File: src/rtl/zcu104_reset_ctrl.sv
// Reset-request initiator: merges power-up, lock loss, debounced button and software requests,
// holds req_reset until every domain acknowledged reset entry, then reports ready once all domains have left reset.
module zcu104_reset_ctrl #(
    parameter int NUM_DOMAINS   = 4,
    parameter int SYNC_STAGES   = 2,
    parameter int MIN_ASSERT    = 16,
    parameter int DEBOUNCE_BITS = 8,
    parameter int TIMEOUT_BITS  = 16
) (
    input  logic                   clock,
    input  logic                   areset,
    input  logic                   pll_locked,
    input  logic                   button,
    input  logic                   sw_req,
    input  logic [NUM_DOMAINS-1:0] rst_ack,
    output logic                   req_reset,
    output logic                   ready,
    output logic [3:0]             cause,
    output logic                   ack_timeout
);

    localparam int HOLD_W = (MIN_ASSERT > 1) ? $clog2(MIN_ASSERT) : 1;
    localparam logic [HOLD_W-1:0]        HOLD_MAX = HOLD_W'(MIN_ASSERT - 1);
    localparam logic [TIMEOUT_BITS-1:0]  TMR_MAX  = '1;
    localparam logic [DEBOUNCE_BITS-1:0] DEB_MAX  = '1;

    typedef enum logic [1:0] {
        S_ASSERT,
        S_WAIT_ACK,
        S_RELEASE,
        S_READY
    } state_t;

    logic [SYNC_STAGES-1:0]                  r_lock_sync;
    logic [SYNC_STAGES-1:0]                  r_btn_sync;
    logic [SYNC_STAGES-1:0][NUM_DOMAINS-1:0] r_ack_sync;
    logic                                    r_lock_d;
    logic                                    r_btn_stable;
    logic                                    r_btn_stable_d;
    logic [DEBOUNCE_BITS-1:0]                r_deb_cnt;
    logic [HOLD_W-1:0]                       r_hold;
    logic [TIMEOUT_BITS-1:0]                 r_timer;
    state_t                                  r_state;
    logic [3:0]                              r_cause;
    logic                                    r_ack_timeout;
    logic                                    r_req_reset;
    logic                                    r_ready;

    logic                   w_lock_s;
    logic                   w_btn_s;
    logic [NUM_DOMAINS-1:0] w_ack_s;
    logic                   w_lock_fall;
    logic                   w_press;
    logic [3:0]             w_trig;
    logic                   w_any_trig;
    state_t                 w_next;
    logic                   w_set_timeout;

    assign w_lock_s    = r_lock_sync[SYNC_STAGES-1];
    assign w_btn_s     = r_btn_sync[SYNC_STAGES-1];
    assign w_ack_s     = r_ack_sync[SYNC_STAGES-1];
    assign w_lock_fall = r_lock_d & ~w_lock_s;
    assign w_press     = r_btn_stable & ~r_btn_stable_d;
    assign w_trig      = {sw_req, w_press, w_lock_fall, 1'b0};
    assign w_any_trig  = |w_trig;

    always_ff @(posedge clock) begin
        if (areset) begin
            r_lock_sync <= '0;
            r_btn_sync  <= '0;
            r_ack_sync  <= '0;
            r_lock_d    <= 1'b0;
        end else begin
            r_lock_sync[0] <= pll_locked;
            r_btn_sync[0]  <= button;
            r_ack_sync[0]  <= rst_ack;
            for (int i = 1; i < SYNC_STAGES; i++) begin
                r_lock_sync[i] <= r_lock_sync[i-1];
                r_btn_sync[i]  <= r_btn_sync[i-1];
                r_ack_sync[i]  <= r_ack_sync[i-1];
            end
            r_lock_d <= w_lock_s;
        end
    end

    // Debounce: the synced button must disagree with btn_stable for 2^DEBOUNCE_BITS straight cycles.
    always_ff @(posedge clock) begin
        if (areset) begin
            r_btn_stable   <= 1'b0;
            r_btn_stable_d <= 1'b0;
            r_deb_cnt      <= '0;
        end else begin
            r_btn_stable_d <= r_btn_stable;
            if (w_btn_s == r_btn_stable) begin
                r_deb_cnt <= '0;
            end else if (r_deb_cnt == DEB_MAX) begin
                r_btn_stable <= ~r_btn_stable;
                r_deb_cnt    <= '0;
            end else begin
                r_deb_cnt <= r_deb_cnt + 1'b1;
            end
        end
    end

    always_comb begin
        w_next        = r_state;
        w_set_timeout = 1'b0;
        case (r_state)
            S_ASSERT: begin
                if (r_hold == HOLD_MAX && w_lock_s && !r_btn_stable) w_next = S_WAIT_ACK;
            end
            S_WAIT_ACK: begin
                if (&w_ack_s) begin
                    w_next = S_RELEASE;
                end else if (r_timer == TMR_MAX) begin
                    w_set_timeout = 1'b1;
                    w_next        = S_RELEASE;
                end
            end
            S_RELEASE: begin
                if (~|w_ack_s) begin
                    w_next = S_READY;
                end else if (r_timer == TMR_MAX) begin
                    w_set_timeout = 1'b1;
                    w_next        = S_READY;
                end
            end
            S_READY: begin
                w_next = S_READY;
            end
            default: w_next = S_ASSERT;
        endcase
        // A new request overrides whatever exit the current state was about to take.
        if (w_any_trig) begin
            w_next        = S_ASSERT;
            w_set_timeout = 1'b0;
        end
    end

    always_ff @(posedge clock) begin
        if (areset) begin
            r_state       <= S_ASSERT;
            r_hold        <= '0;
            r_timer       <= '0;
            r_cause       <= 4'b0001;
            r_ack_timeout <= 1'b0;
            r_req_reset   <= 1'b1;
            r_ready       <= 1'b0;
        end else begin
            r_state <= w_next;

            if (w_any_trig || r_state != S_ASSERT) begin
                r_hold <= '0;
            end else if (r_hold != HOLD_MAX) begin
                r_hold <= r_hold + 1'b1;
            end

            if (w_any_trig || w_next != r_state) begin
                r_timer <= '0;
            end else if (r_state == S_WAIT_ACK || r_state == S_RELEASE) begin
                r_timer <= r_timer + 1'b1;
            end

            if (w_any_trig) begin
                r_cause <= (r_state == S_READY) ? w_trig : (r_cause | w_trig);
            end

            if (w_set_timeout) r_ack_timeout <= 1'b1;

            r_req_reset <= (r_state == S_ASSERT) || (r_state == S_WAIT_ACK);
            r_ready     <= (r_state == S_READY);
        end
    end

    assign req_reset   = r_req_reset;
    assign ready       = r_ready;
    assign cause       = r_cause;
    assign ack_timeout = r_ack_timeout;

endmodule

File: config.mk
export PLATFORM = sky130hd
export DESIGN_NAME = zcu104_reset_ctrl
export DESIGN_NICKNAME = d
export VERILOG_FILES = /design/src/rtl/zcu104_reset_ctrl.sv
export SDC_FILE = /design/constraint.sdc
export NUM_CORES = 1
export LEC_CHECK = 0
export CORE_UTILIZATION = 53
export CTS_CLUSTER_DIAMETER = 100
export CTS_CLUSTER_SIZE = 25
export DETAILED_ROUTE_END_ITERATION = 6
export PLACE_DENSITY_LB_ADDON = 0.2
export REMOVE_ABC_BUFFERS = 1
export SYNTH_ARGS = -nofsm -noshare
export SYNTH_HDL_FRONTEND = slang
export SYNTH_SLANG_ARGS = --single-unit
File: constraint.sdc
create_clock -name clock -period 2.9 [get_ports clock]
set_clock_uncertainty 0.2 [all_clocks]
set_input_delay 0.725 -clock clock [delete_from_list [all_inputs] [get_ports clock]]
set_output_delay 0.725 -clock clock [all_outputs]
set_load 0.01 [all_outputs]
Word-level counts from Yosys, hierarchy flattened
Cells that the tools add are included.
Word-level totals
  bits of input ports: 9
  register bits: 52
  bits in latches: 0
  word-level logic and storage cells: 63
  bits in writable memories: 0
  output and inout bits: 7
  memories kept: 0
  bits in read-only memories: 0
Cells by class
  shift-type cells: 0
  multipliers: 0
  mux-type cells: 13
  reduce and logical (&&, ||, !) cells: 16
  order comparisons: 0
  bitwise gates (word level): 7
  divide/modulo/power cells: 0
  equality and inequality tests: 9
  $add $sub $neg: 3
Operator list (count)
  $add A16 B1 Y16 const B: 1
  $eq A16 B16 Y1 const B: 1
  $mux W2: 6
  $add A8 B1 Y8 const B: 1
  $eq A8 B8 Y1 const B: 1
  $pmux W2 S4: 1
  $reduce_or A3 Y1: 2
  $add A4 B1 Y4 const B: 1
  $eq A2 B2 Y1 const B: 2
  $eq A4 B4 Y1 const B: 1
  $logic_or A1 B1 Y1: 4
  $mux W1: 4
  $mux W4: 1
  $ne A4 B4 Y1 const B: 1
  $not A1 Y1: 4
  $or A4 B4 Y4: 1
  $reduce_and A4 Y1: 1
  $reduce_or A2 Y1: 2
  $reduce_or A4 Y1: 1
  $and A1 B1 Y1: 2
  $eq A2 B1 Y1 const B: 1
  $logic_and A1 B1 Y1: 2
  $logic_not A2 Y1: 1
  $ne A2 B2 Y1: 1
  other kinds (5): 5

Logic depth before layout (Yosys ltp)
  depth in word-level cells: 9
  gate-level depth with buffers: 9

Worst setup path before layout
Ideal clock, no wire load.
  path kind: register to register
  start: register r_state[0]
  end: register r_timer[13]
  arrival: 2.347 ns
  path slack: 0.289 ns
  library setup time: 0.064 ns
  required time: 2.636 ns
  path buffers: 1
  cell stages (with the launch flop): 9
  path through: dfxtp_1 inv_1 ha_1 clkbuf_1 nand4_1 or4_4 or3_1 a2111o_1 nor2_1
On the way
  cells in the longest elaborated chain, start to end: 7
  elaborated cells between the ends (all ways): 15
  classes of those cells: eq/ne (4); mux (7); reduce/logical (4)
RTL lines
  start: declaration: line 43  | state_t r_state;
  start signal: assignment: line 150  | r_state <= w_next;
  $mux W2 (on tied branches): line 123, 115
  $mux W2 (on tied branches): line 121, 113
  $pmux W2 S4: line 108  | case (r_state)
  $mux W2: line 134  | if (w_any_trig) begin
  $ne A2 B2 Y1: line 158  | if (w_any_trig || w_next != r_state) begin
  $logic_or A1 B1 Y1: line 158
  $reduce_or A2 Y1 (no line)
  end signal: assignment: line 161  | r_timer <= r_timer + 1'b1;
  end: declaration: line 42  | logic [TIMEOUT_BITS-1:0] r_timer;
Parallel ways exist; a longest one is shown, timed or not.
A chain may end at the register's enable or synchronous reset.

Worst setup path after layout
Ends and elaborated chain as after synthesis.

==> results by group <==
Finish
  • Final Cell Area: 0.002680 mm²
  • Fillers: 342
  • Filler-free cell count of the finished design: 329
  • Layout cell share with drive strength beyond 1: 0.09319
  • Diode count: 0
  • Layout area overhead: 13.39%
  • Fin nets: 295

Setup path
  • Worst Setup Path Type: register to register
  • Critical-path top delay cell: or4_4
  • WP data required: 2.95 ns
  • Startpoint Class: register
  • Crit Path Max Fanout: 7
  • Delay of the slowest critical-path stage: 0.48 ns
  • Worst Path Arrival: 2.67 ns
  • CP Capture Type: register
  • CP Cell Sequence: inv_1 > ha_1 > nand4_1 > or4_4 > or3_1 > a2111o_1 > nor2_1

Yosys
  • Yosys top cell area share: 0.4404
  • Top post-synthesis cells by area: dfxtp_1 44%, nor2_1 6.8%, xnor2_1 5.2%
  • Cell taking the most area after synthesis: dfxtp_1
  • Async set or reset register ratio after synthesis: 0
  • Post-Syn Instances: 261
  • Synth cell count leaders: 52 x dfxtp_1, 43 x nor2_1, 15 x or4_1, 14 x nor2b_1, 14 x xnor2_1
  • Ys flop type: dfxtp_1
  • Synth Register Bits: 52
  • Synthesized area: 0.002364 mm²
  • Post-synth EDFFs: 0
  • Syn avg cell area: 9.056 µm²
  • Sequential share of the synthesized area: 0.4404
  • Top-count cell post-synth: dfxtp_1
  • Yosys warnings: 0
  • Unique masters post-synth: 47

Global route
  • Global-route wire length before repair: 6699 µm
  • Initial antenna violation count: 0
  • Total gr overflow: 0
  • Total track usage: 0.1885
  • Largest net degree at the start of global routing: 25
  • Vias in the first global route: 1,609

Clock network
  • CTS tree: built
  • Post-CTS setup buffers: 0
  • CTS Sinks: 52
  • CTS root buffer: clkbuf_8
  • CTS resizes: 0
  • CTS Hold Bufs: 0
  • CTS Buf Count: 5
  • Skew-Pair Late Insertion Delay: 0.31 ns
  • CTS max path bufs: 2
  • Clock transition at path regs: 0.10 ns
  • H-tree depth: 2

Drt
  • First drt pass iteration count: 4
  • Total Wirelength: 3985 µm
  • Vias per inst: 5.541
  • Vias: 1,823
  • 1st-iter DRT viols: 86
  • Drt wl/cell: 12.11 µm
  • DR DRC count: 0
  • Routed Antenna Nets: 0

Run
  • Maxcap violations: 0

Placement
  • Hpwl dp: 2786 µm
  • I/O Buffers: 15
  • Final GP Congestion: 0.8308
  • Cells after DPL: 321
  • DP Area: 0.002585 mm²
  • Pre-CTS WS: 0.009247 ns

Pwr
  • Clock share of power: 0.353
  • Flop pwr share: 0.608
  • Total power: 1202 µW
  • PwrDens: 448.4 mW/mm²
  • Net Sw Power: 274.8 µW
  • Int Power: 926.8 µW
  • LEAKAGE: 0.0009593 µW
  • Switching share of power: 0.2287
  • Combinational power share: 0.039
  • Max VDD drop: 0.4120 mV

Die
  • IO Count: 16
  • Die ar.: 0.004731 mm²
  • Initial core utilization: 0.5704
  • Die height: 68.78 µm
  • Die Wd: 68.78 µm
  • CORE AREA: 0.004144 mm²
  • Row cnt: 23

Timing
  • Worst-Margin Slew: 0.3900 ns
  • Max Slew Vio Count: 0
  • Sum of negative setup slack: 0 ns
  • Final setup fails: 0
  • Final period util: 0.9049
  • Fmax: 381.0 MHz
  • Slew margin rel.: 0.7376
  • Fin worst setup slack: 0.2756 ns
  • Fin crit period: 2.624 ns
  • Hold Violations, Final: 0
  • RSZ-0062 raised after global routing: no

Worst hold path
  • HP Class: register to register

Status
  • Outcome: finished clean
-- path summary, 6_finish.rpt --
path,startpoint,to,slack [ns],cells after the start
hold reg to reg,r_ack_sync[2]$_SDFF_PP0_,w_ack_s[2]$_SDFF_PP0_,0.24,1
setup / recovery,r_state[0]$_SDFF_PP0_,r_timer[13]$_SDFFE_PP0N_,0.28,7
setup reg to reg,r_state[0]$_SDFF_PP0_,r_timer[13]$_SDFFE_PP0N_,0.28,7
hold / removal,r_ack_sync[2]$_SDFF_PP0_,w_ack_s[2]$_SDFF_PP0_,0.24,1
-- per-layer routing --
layer,share of wire,track usage,vias to the layer above
met5,0,0,-
met4,0.011,0.05612,0
met3,0.039,0.05921,4
met2,0.43,0.2978,36
met1,0.52,0.2457,841
li1,-,-,942
-- per-stage QoR --
| stage | utilization | hold WS [ns] |
|---|---|---|
| floorplan | - | 0.2138 |
| global placement | 0.6238 | 0.2178 |
| detailed placement | 0.6238 | 0.2239 |
| CTS | 0.6467 | 0.2467 |
| global route | 0.6467 | 0.2641 |
| finish | 0.6467 | 0.2418 |
-- kinds of logic (layout without fill, tap and decap cells) --
group,after synthesis,after routing,share of synthesized area
flops,52,52,0.4404
fa+ha+maj,8,8,0.04235
compound gates,20,20,0.06564
mux,3,3,0.01271
xor+xnor,22,22,0.08153
simple gates,135,135,0.3176
buf+inv,21,39,0.03970
-- registers in the layout, summed over array words and instances, names as in the netlist --
name            count
req_reset           1
ready               1
r_lock_d            1
r_btn_sync          2
ack_timeout         1
r_hold              4
r_btn_stable_d      1
r_timer            16
cause               4
w_ack_s             4
r_state             2
r_ack_sync          4
r_btn_stable        1
r_deb_cnt           8
r_lock_sync         2
-- power by group through the flow --
stage	Sequential (µW)	Clock, µW	Combinational [µW]
after floorplan	746	0	20.9
after global placement	746	0	47.1
after detailed placement	747	0	47.6
after CTS	730	437	47.8
after global routing	732	470	52.6
final	730	424	47.4
-- worst max-delay path: cells and delay by family, from the launching register on --
family / cells / cell delay [ns]
buf+inv: 1 / 0.15
simple gates: 4 / 1.02
compound gates: 1 / 0.41
flops: 1 / 0.45
fa+ha+maj: 1 / 0.34
-- placed cells by master (no fill, tap or decap), types with 3 or more instances in the layout --
cell type,instances
nand2b_1,3
nor2_1,43
nand3_1,12
dfxtp_1,52
clkdlybuf4s50_1,15
or3_1,3
a21oi_1,3
clkbuf_8,5
buf_4,7
nor4_1,5
nor3_1,5
inv_1,8
xor2_1,8
nand4_1,5
nand2_1,13
o21ai_0,3
mux2i_1,3
xnor2_1,14
or4_1,15
ha_1,8
nor2b_1,14
-- area by class of cell --
class	count	area, µm²	area share
Multi-Input combinational cell	188	1229	0.4585
Inverter	8	30.03	0.01120
Clock inverter	3	26.28	0.009804
Timing Repair Buffer	23	222.7	0.08310
Sequential cell	52	1041	0.3884
Tap cell	50	62.56	0.02334
Clock buffer	5	68.82	0.02568
Note: power is estimated with default switching activity, not from simulation.
